[config.mk]
export PLATFORM = sky130hd
export DESIGN_NAME = bg_write_scheduler
export DESIGN_NICKNAME = d
export VERILOG_FILES = /design/src/rtl/vga_pkg.sv /design/src/rtl/sync_fifo.sv /design/src/rtl/bg_write_scheduler.sv
export SDC_FILE = /design/constraint.sdc
export NUM_CORES = 1
export LEC_CHECK = 0
export CORE_MARGIN = 4
export CORE_UTILIZATION = 50
export DETAILED_ROUTE_END_ITERATION = 8
export PLACE_DENSITY = 0.73
export SETUP_SLACK_MARGIN = 0.05
export SYNTH_ARGS = -nofsm -noshare
export SYNTH_HDL_FRONTEND = slang
export SYNTH_SLANG_ARGS = --single-unit
[constraint.sdc]
create_clock -name vga_clk -period 4.89 [get_ports vga_clk]
set_input_delay 0.978 -clock vga_clk [delete_from_list [all_inputs] [get_ports vga_clk]]
set_output_delay 0.978 -clock vga_clk [all_outputs]
set_load 0.01 [all_outputs]
[src/rtl/vga_pkg.sv]
// Shared VGA timing constants and background tile RAM types.
// Used by the background write scheduler and its FIFO.
package vga_pkg;

  localparam logic [9:0] H_VISIBLE = 10'd640;
  localparam logic [9:0] V_VISIBLE = 10'd480;
  localparam logic [9:0] H_TOTAL   = 10'd800;
  localparam logic [9:0] V_TOTAL   = 10'd525;

  localparam int BG_ADDR_W = 10;
  localparam int BG_DATA_W = 24;

  typedef struct packed {
    logic [BG_ADDR_W-1:0] addr;
    logic [BG_DATA_W-1:0] data;
  } bg_wr_t;

  typedef enum logic [1:0] {
    ST_ACTIVE,
    ST_DRAIN,
    ST_FLUSH
  } sched_state_e;

  // True whenever the beam is outside the visible picture.
  function automatic logic isBlank(input logic [9:0] x, input logic [9:0] y);
    return (x >= H_VISIBLE) || (y >= V_VISIBLE);
  endfunction

endpackage

[src/rtl/sync_fifo.sv]
// Single-clock FIFO with occupancy output and a flush that overrides push/pop.
// Pointers carry an extra wrap bit so full and empty are unambiguous.
module sync_fifo #(
  parameter int WIDTH = 34,
  parameter int DEPTH = 8
) (
  input  logic                     clk_i,
  input  logic                     reset_i,
  input  logic                     push_i,
  input  logic                     pop_i,
  input  logic                     flush_i,
  input  logic [WIDTH-1:0]         wdata_i,
  output logic [WIDTH-1:0]         rdata_o,
  output logic [$clog2(DEPTH):0]   level_o,
  output logic                     full_o,
  output logic                     empty_o
);

  localparam int AW = $clog2(DEPTH);
  localparam logic [AW:0] PTR_ONE = {{AW{1'b0}}, 1'b1};

  logic [WIDTH-1:0] mem_q [DEPTH];
  logic [AW:0]      wrPtr_q, wrPtr_d;
  logic [AW:0]      rdPtr_q, rdPtr_d;
  logic             doPush, doPop;

  // Flush wins over both push and pop, so a flushed cycle never moves data.
  always_comb begin
    empty_o = (wrPtr_q == rdPtr_q);
    full_o  = (wrPtr_q[AW] != rdPtr_q[AW]) && (wrPtr_q[AW-1:0] == rdPtr_q[AW-1:0]);
    level_o = wrPtr_q - rdPtr_q;
    doPush  = push_i && !full_o && !flush_i;
    doPop   = pop_i && !empty_o && !flush_i;
    wrPtr_d = wrPtr_q;
    rdPtr_d = rdPtr_q;
    if (flush_i) begin
      wrPtr_d = '0;
      rdPtr_d = '0;
    end else begin
      if (doPush) wrPtr_d = wrPtr_q + PTR_ONE;
      if (doPop)  rdPtr_d = rdPtr_q + PTR_ONE;
    end
  end

  assign rdata_o = mem_q[rdPtr_q[AW-1:0]];

  always_ff @(posedge clk_i) begin
    if (reset_i) begin
      wrPtr_q <= '0;
      rdPtr_q <= '0;
    end else begin
      wrPtr_q <= wrPtr_d;
      rdPtr_q <= rdPtr_d;
    end
  end

  always_ff @(posedge clk_i) begin
    if (doPush) mem_q[wrPtr_q[AW-1:0]] <= wdata_i;
  end

endmodule

[src/rtl/bg_write_scheduler.sv]
// Buffers host writes to the background tile RAM and commits them only in blanking,
// sharing the RAM address port with the renderer; also emits the vblank frame tick.
module bg_write_scheduler
  import vga_pkg::*;
#(
  parameter int GUARD      = 4,
  parameter int FIFO_DEPTH = 8
) (
  input  logic                          vga_clk,
  input  logic                          reset,
  input  logic [9:0]                    x_pos,
  input  logic [9:0]                    y_pos,
  input  logic [9:0]                    render_addr,
  input  logic                          wr_valid,
  output logic                          wr_ready,
  input  logic [9:0]                    wr_addr,
  input  logic [23:0]                   wr_data,
  input  logic                          flush,
  output logic [9:0]                    mem_addr,
  output logic [23:0]                   mem_wdata,
  output logic                          mem_we,
  output logic [$clog2(FIFO_DEPTH):0]   fifo_level,
  output logic                          frame_tick,
  output logic                          busy
);

  localparam logic [9:0] WRITE_END = H_TOTAL - 10'(GUARD);

  sched_state_e state_q, state_d;

  logic        memWe_q, memWe_d;
  logic [9:0]  wrAddr_q, wrAddr_d;
  logic [23:0] wrData_q, wrData_d;
  logic        frameTick_q, frameTick_d;

  logic        writeOk;
  logic        fifoFlush;
  logic        fifoFull, fifoEmpty;
  logic        pushEn, popEn;
  bg_wr_t      pushEntry, headEntry;

  sync_fifo #(
    .WIDTH ($bits(bg_wr_t)),
    .DEPTH (FIFO_DEPTH)
  ) u_fifo (
    .clk_i   (vga_clk),
    .reset_i (reset),
    .push_i  (pushEn),
    .pop_i   (popEn),
    .flush_i (fifoFlush),
    .wdata_i (pushEntry),
    .rdata_o (headEntry),
    .level_o (fifo_level),
    .full_o  (fifoFull),
    .empty_o (fifoEmpty)
  );

  // The window closes GUARD cycles before line end so the last registered write
  // has retired before the first visible pixel of the next line.
  always_comb begin
    writeOk        = isBlank(x_pos, y_pos) && (x_pos < WRITE_END);
    fifoFlush      = flush || (state_q == ST_FLUSH);
    wr_ready       = !fifoFull && !fifoFlush;
    pushEn         = wr_valid && wr_ready;
    pushEntry.addr = wr_addr;
    pushEntry.data = wr_data;
    popEn          = writeOk && !fifoEmpty && !fifoFlush;
    memWe_d        = popEn;
    wrAddr_d       = popEn ? headEntry.addr : wrAddr_q;
    wrData_d       = popEn ? headEntry.data : wrData_q;
    frameTick_d    = (x_pos == 10'd0) && (y_pos == V_VISIBLE);
  end

  // The pop happens in the same cycle the window opens, so ACTIVE hands off to
  // DRAIN without losing a slot.
  always_comb begin
    state_d = state_q;
    unique case (state_q)
      ST_ACTIVE: begin
        if (flush)                       state_d = ST_FLUSH;
        else if (writeOk && !fifoEmpty)  state_d = ST_DRAIN;
      end
      ST_DRAIN: begin
        if (flush)                       state_d = ST_FLUSH;
        else if (!writeOk || fifoEmpty)  state_d = ST_ACTIVE;
      end
      ST_FLUSH: begin
        if (flush)                       state_d = ST_FLUSH;
        else                             state_d = ST_ACTIVE;
      end
      default:                           state_d = ST_ACTIVE;
    endcase
  end

  always_ff @(posedge vga_clk) begin
    if (reset) begin
      state_q     <= ST_ACTIVE;
      memWe_q     <= 1'b0;
      wrAddr_q    <= '0;
      wrData_q    <= '0;
      frameTick_q <= 1'b0;
    end else begin
      state_q     <= state_d;
      memWe_q     <= memWe_d;
      wrAddr_q    <= wrAddr_d;
      wrData_q    <= wrData_d;
      frameTick_q <= frameTick_d;
    end
  end

  assign mem_we     = memWe_q;
  assign mem_wdata  = wrData_q;
  assign mem_addr   = memWe_q ? wrAddr_q : render_addr;
  assign frame_tick = frameTick_q;
  assign busy       = !fifoEmpty || memWe_q;

endmodule
==> flow_metrics.tcl <==
set metrics [dict create \
    status "complete, no violations" \
    fillCellCount 1694 \
    grtUsageMet1 0.238 \
    ir_drop_mv 0.307 \
    root_buffer "clkbuf_16" \
    worst_ep_required_time_ps 3910 \
    clkSinkCount 318 \
    grt-busiest-layer "met2" \
    startpoint "u_fifo.rdPtr_q[1]" \
    core_area_sq_um 24300 \
    min_from "mem_wdata[10]" \
    pre_cts_ws_ps 1310 \
    setup-tns-final_ps 0 \
    setup_viol 0 \
    rows 57 \
    clkTransAtPathRegs_ps 60 \
    post-route-drc-count 0 \
    fmaxAchievable_mhz 278 \
    grt_overflow_total 0 \
    final_common_cell "edfxtp_1" \
    antenna_found_initial 1 \
    muxShareOfSynthArea 0.163 \
    drive_above_1_share 0.243 \
    tightest_slew_ps 1150 \
    min_path_type "reg2reg" \
    globalRouteMet2Util 0.314 \
    synth-adder-area-share 0.0107 \
    end_kind "output port" \
    wirelength_microns 23700 \
    drv_cap 0 \
    ant_nets 0 \
    synthFlopType "edfxtp_1" \
    synth.cell_area_sq_um 12400 \
    drtIter0Drc 431 \
    post_cts_buffers 0 \
    seqPwrFrac 0.527 \
    grt_max_degree 75 \
    syn2layout_area_growth_pct 20.9 \
    grt_first_pass_wirelength_microns 37600 \
    vias_per_cell 5.64 \
    crit_slowest_cell "buf_4" \
    gp_congestion 0.713 \
    crit_path_max_incr_delay_ps 600 \
    dieArea_sq_um 27400 \
    switching_share 0.188 \
    power.share.clock 0.439 \
    power_density_nw_per_um2 377 \
    grt_usage 0.179 \
    pin_count 110 \
    wl_per_cell_microns 21.7 \
    synth-edff-count 272 \
    finalPower_w 0.00564 \
    synth_top_family_by_area "multiplexers" \
    reg2reg_from "u_fifo.wrPtr_q[0]" \
    synth-seq-cells 318 \
    clock_path_buffers 3 \
    hpwl_microns 13900 \
    syn_nets 701 \
    fp.dieW_microns 165 \
    fin_ws_ps 1290 \
    cts_hold_buf 0 \
    p_sw_w 0.00106 \
    maxSlewHeadroom 0.230 \
    die_h_microns 165 \
    postSynthCellCount 623 \
    leakage_nw 4.59 \
    cts_tree "yes" \
    port_buffers 109 \
    report.final.slew_viol_count 0 \
    hold_viol 0 \
    crit_buf_inv 3 \
    whs_ps 499 \
    rsz0062_at_grt "false" \
    cp.arrival_ps 2620 \
    postSynthAreaPerCell_sq_um 19.9 \
    timing.final.crit_share 0.737 \
    async_flop_share 0 \
    finClkSkew_ps 8.15 \
    synthSimpleGateAreaFrac 0.0295 \
    diodes 0 \
    synth-seq-area-share 0.734 \
    htree_levels 1 \
    yosys.cell_types.count 36 \
    worst-setup-path-type "reg2out" \
    first_pass_iters 4 \
    synth-compound-area-share 0.0402 \
    use_met3 0.0276 \
    fin_nets 824 \
    crit_chain "buf_4 > fa_1 > inv_1 > clkdlybuf4s50_1" \
    mostFrequentLayoutCells "edfxtp_1, clkdlybuf4s50_1, mux4_2, nor2_1, dfxtp_1" \
    startpoint_type "register" \
    finalCriticalPeriod_ps 3600 \
    clk_latency_ps 540 \
    synth_warnings 0 \
    vias 6169 \
    p_int_w 0.00458 \
    grt_pass1_vias 6764 \
    cts.repair.resized 0 \
    numCtsBuffers 31 \
    synth_xor_area_frac 0.00566 \
    cp_top_family "buffers and inverters" \
    critPathMaxFanout 39 \
    initial_core_util 0.509 \
    combPwrFrac 0.034 \
]
==> logic make-up (layout without fill, tap and decap cells) <==
| group | Yosys count | after routing |
|---|---|---|
| adder cells (fa/ha/maj) | 10 | 10 |
| buffers and inverters | 44 | 191 |
| multiplexers | 115 | 115 |
| AO/OA/AOI/OAI | 47 | 47 |
| XOR/XNOR | 8 | 8 |
| AND/OR/NAND/NOR | 81 | 81 |
| flip-flops | 318 | 318 |
==> sequential cells by signal, indices dropped and copies added (netlist names) <==
name	cells
state_q	2
wrAddr_q	10
u_fifo.mem_q	272
u_fifo.rdPtr_q	4
frame_tick	1
mem_wdata	24
u_fifo.wrPtr_q	4
mem_we	1
==> cells in the mapped netlist (9+ instances only) <==
cell      count  share of area
a211oi_2     30          0.030
mux2i_1      37          0.030
inv_1        10         0.0030
nor2_1       49          0.015
edfxtp_1    272           0.66
clkbuf_1     17         0.0052
buf_2        10         0.0040
mux4_2       68           0.12
dfxtp_1      46          0.074
mux2_2       10         0.0091
ha_1          9         0.0091
==> worst register-to-register path, delay by kind of cell (launching register included) <==
family / cells / cell delay (ps)
flip-flops: 1 / 490
AND/OR/NAND/NOR: 2 / 1200
buffers and inverters: 1 / 140
adder cells (fa/ha/maj): 1 / 320
AO/OA/AOI/OAI: 1 / 390
==> stage by stage <==
step	cells	utilization	area, sq um
after floorplan	623	-	12400
after global placement	1037	0.571	13900
after detailed placement	1037	0.571	13900
after CTS	1094	0.616	15000
after global routing	1094	0.616	15000
final	1094	0.616	15000
==> routing by layer <==
layer	vias up	wire length, microns
li1	2772	-
met3	43	1020
met4	2	442
met5	-	13
met2	147	12500
met1	3205	9750
==> power groups by stage <==
stage                     Combinational, W  Sequential (W)  Clock [W]
after global routing              0.000211         0.00297    0.00264
after CTS                         0.000197         0.00297    0.00251
final                             0.000194         0.00297    0.00248
after floorplan                  0.0000714         0.00303          0
after global placement            0.000187         0.00303          0
after detailed placement          0.000196         0.00303          0
==> area by class of cell <==
class                   count  area, sq um  share of cell area
clock buffers              38          832              0.0556
clock inverters            19          246              0.0165
flip-flops and latches    318         9100               0.607
well taps                 324          405              0.0271
inverters                  10         37.5             0.00251
multi-input cells         261         3150               0.210
repair buffers            124         1210              0.0809
==> final timing paths <==
| kind | cells after the start | slack, ps | end |
|---|---|---|---|
| worst max-delay path | 4 | 1290 | fifo_level[1] |
| worst min-delay path | 2 | 500 | mem_wdata[10] |
| worst max register to register | 5 | 1940 | u_fifo.mem_q[5][26] |
| worst min register to register | 2 | 500 | mem_wdata[10] |
No activity file was read; power rests on OpenSTA's default activity.
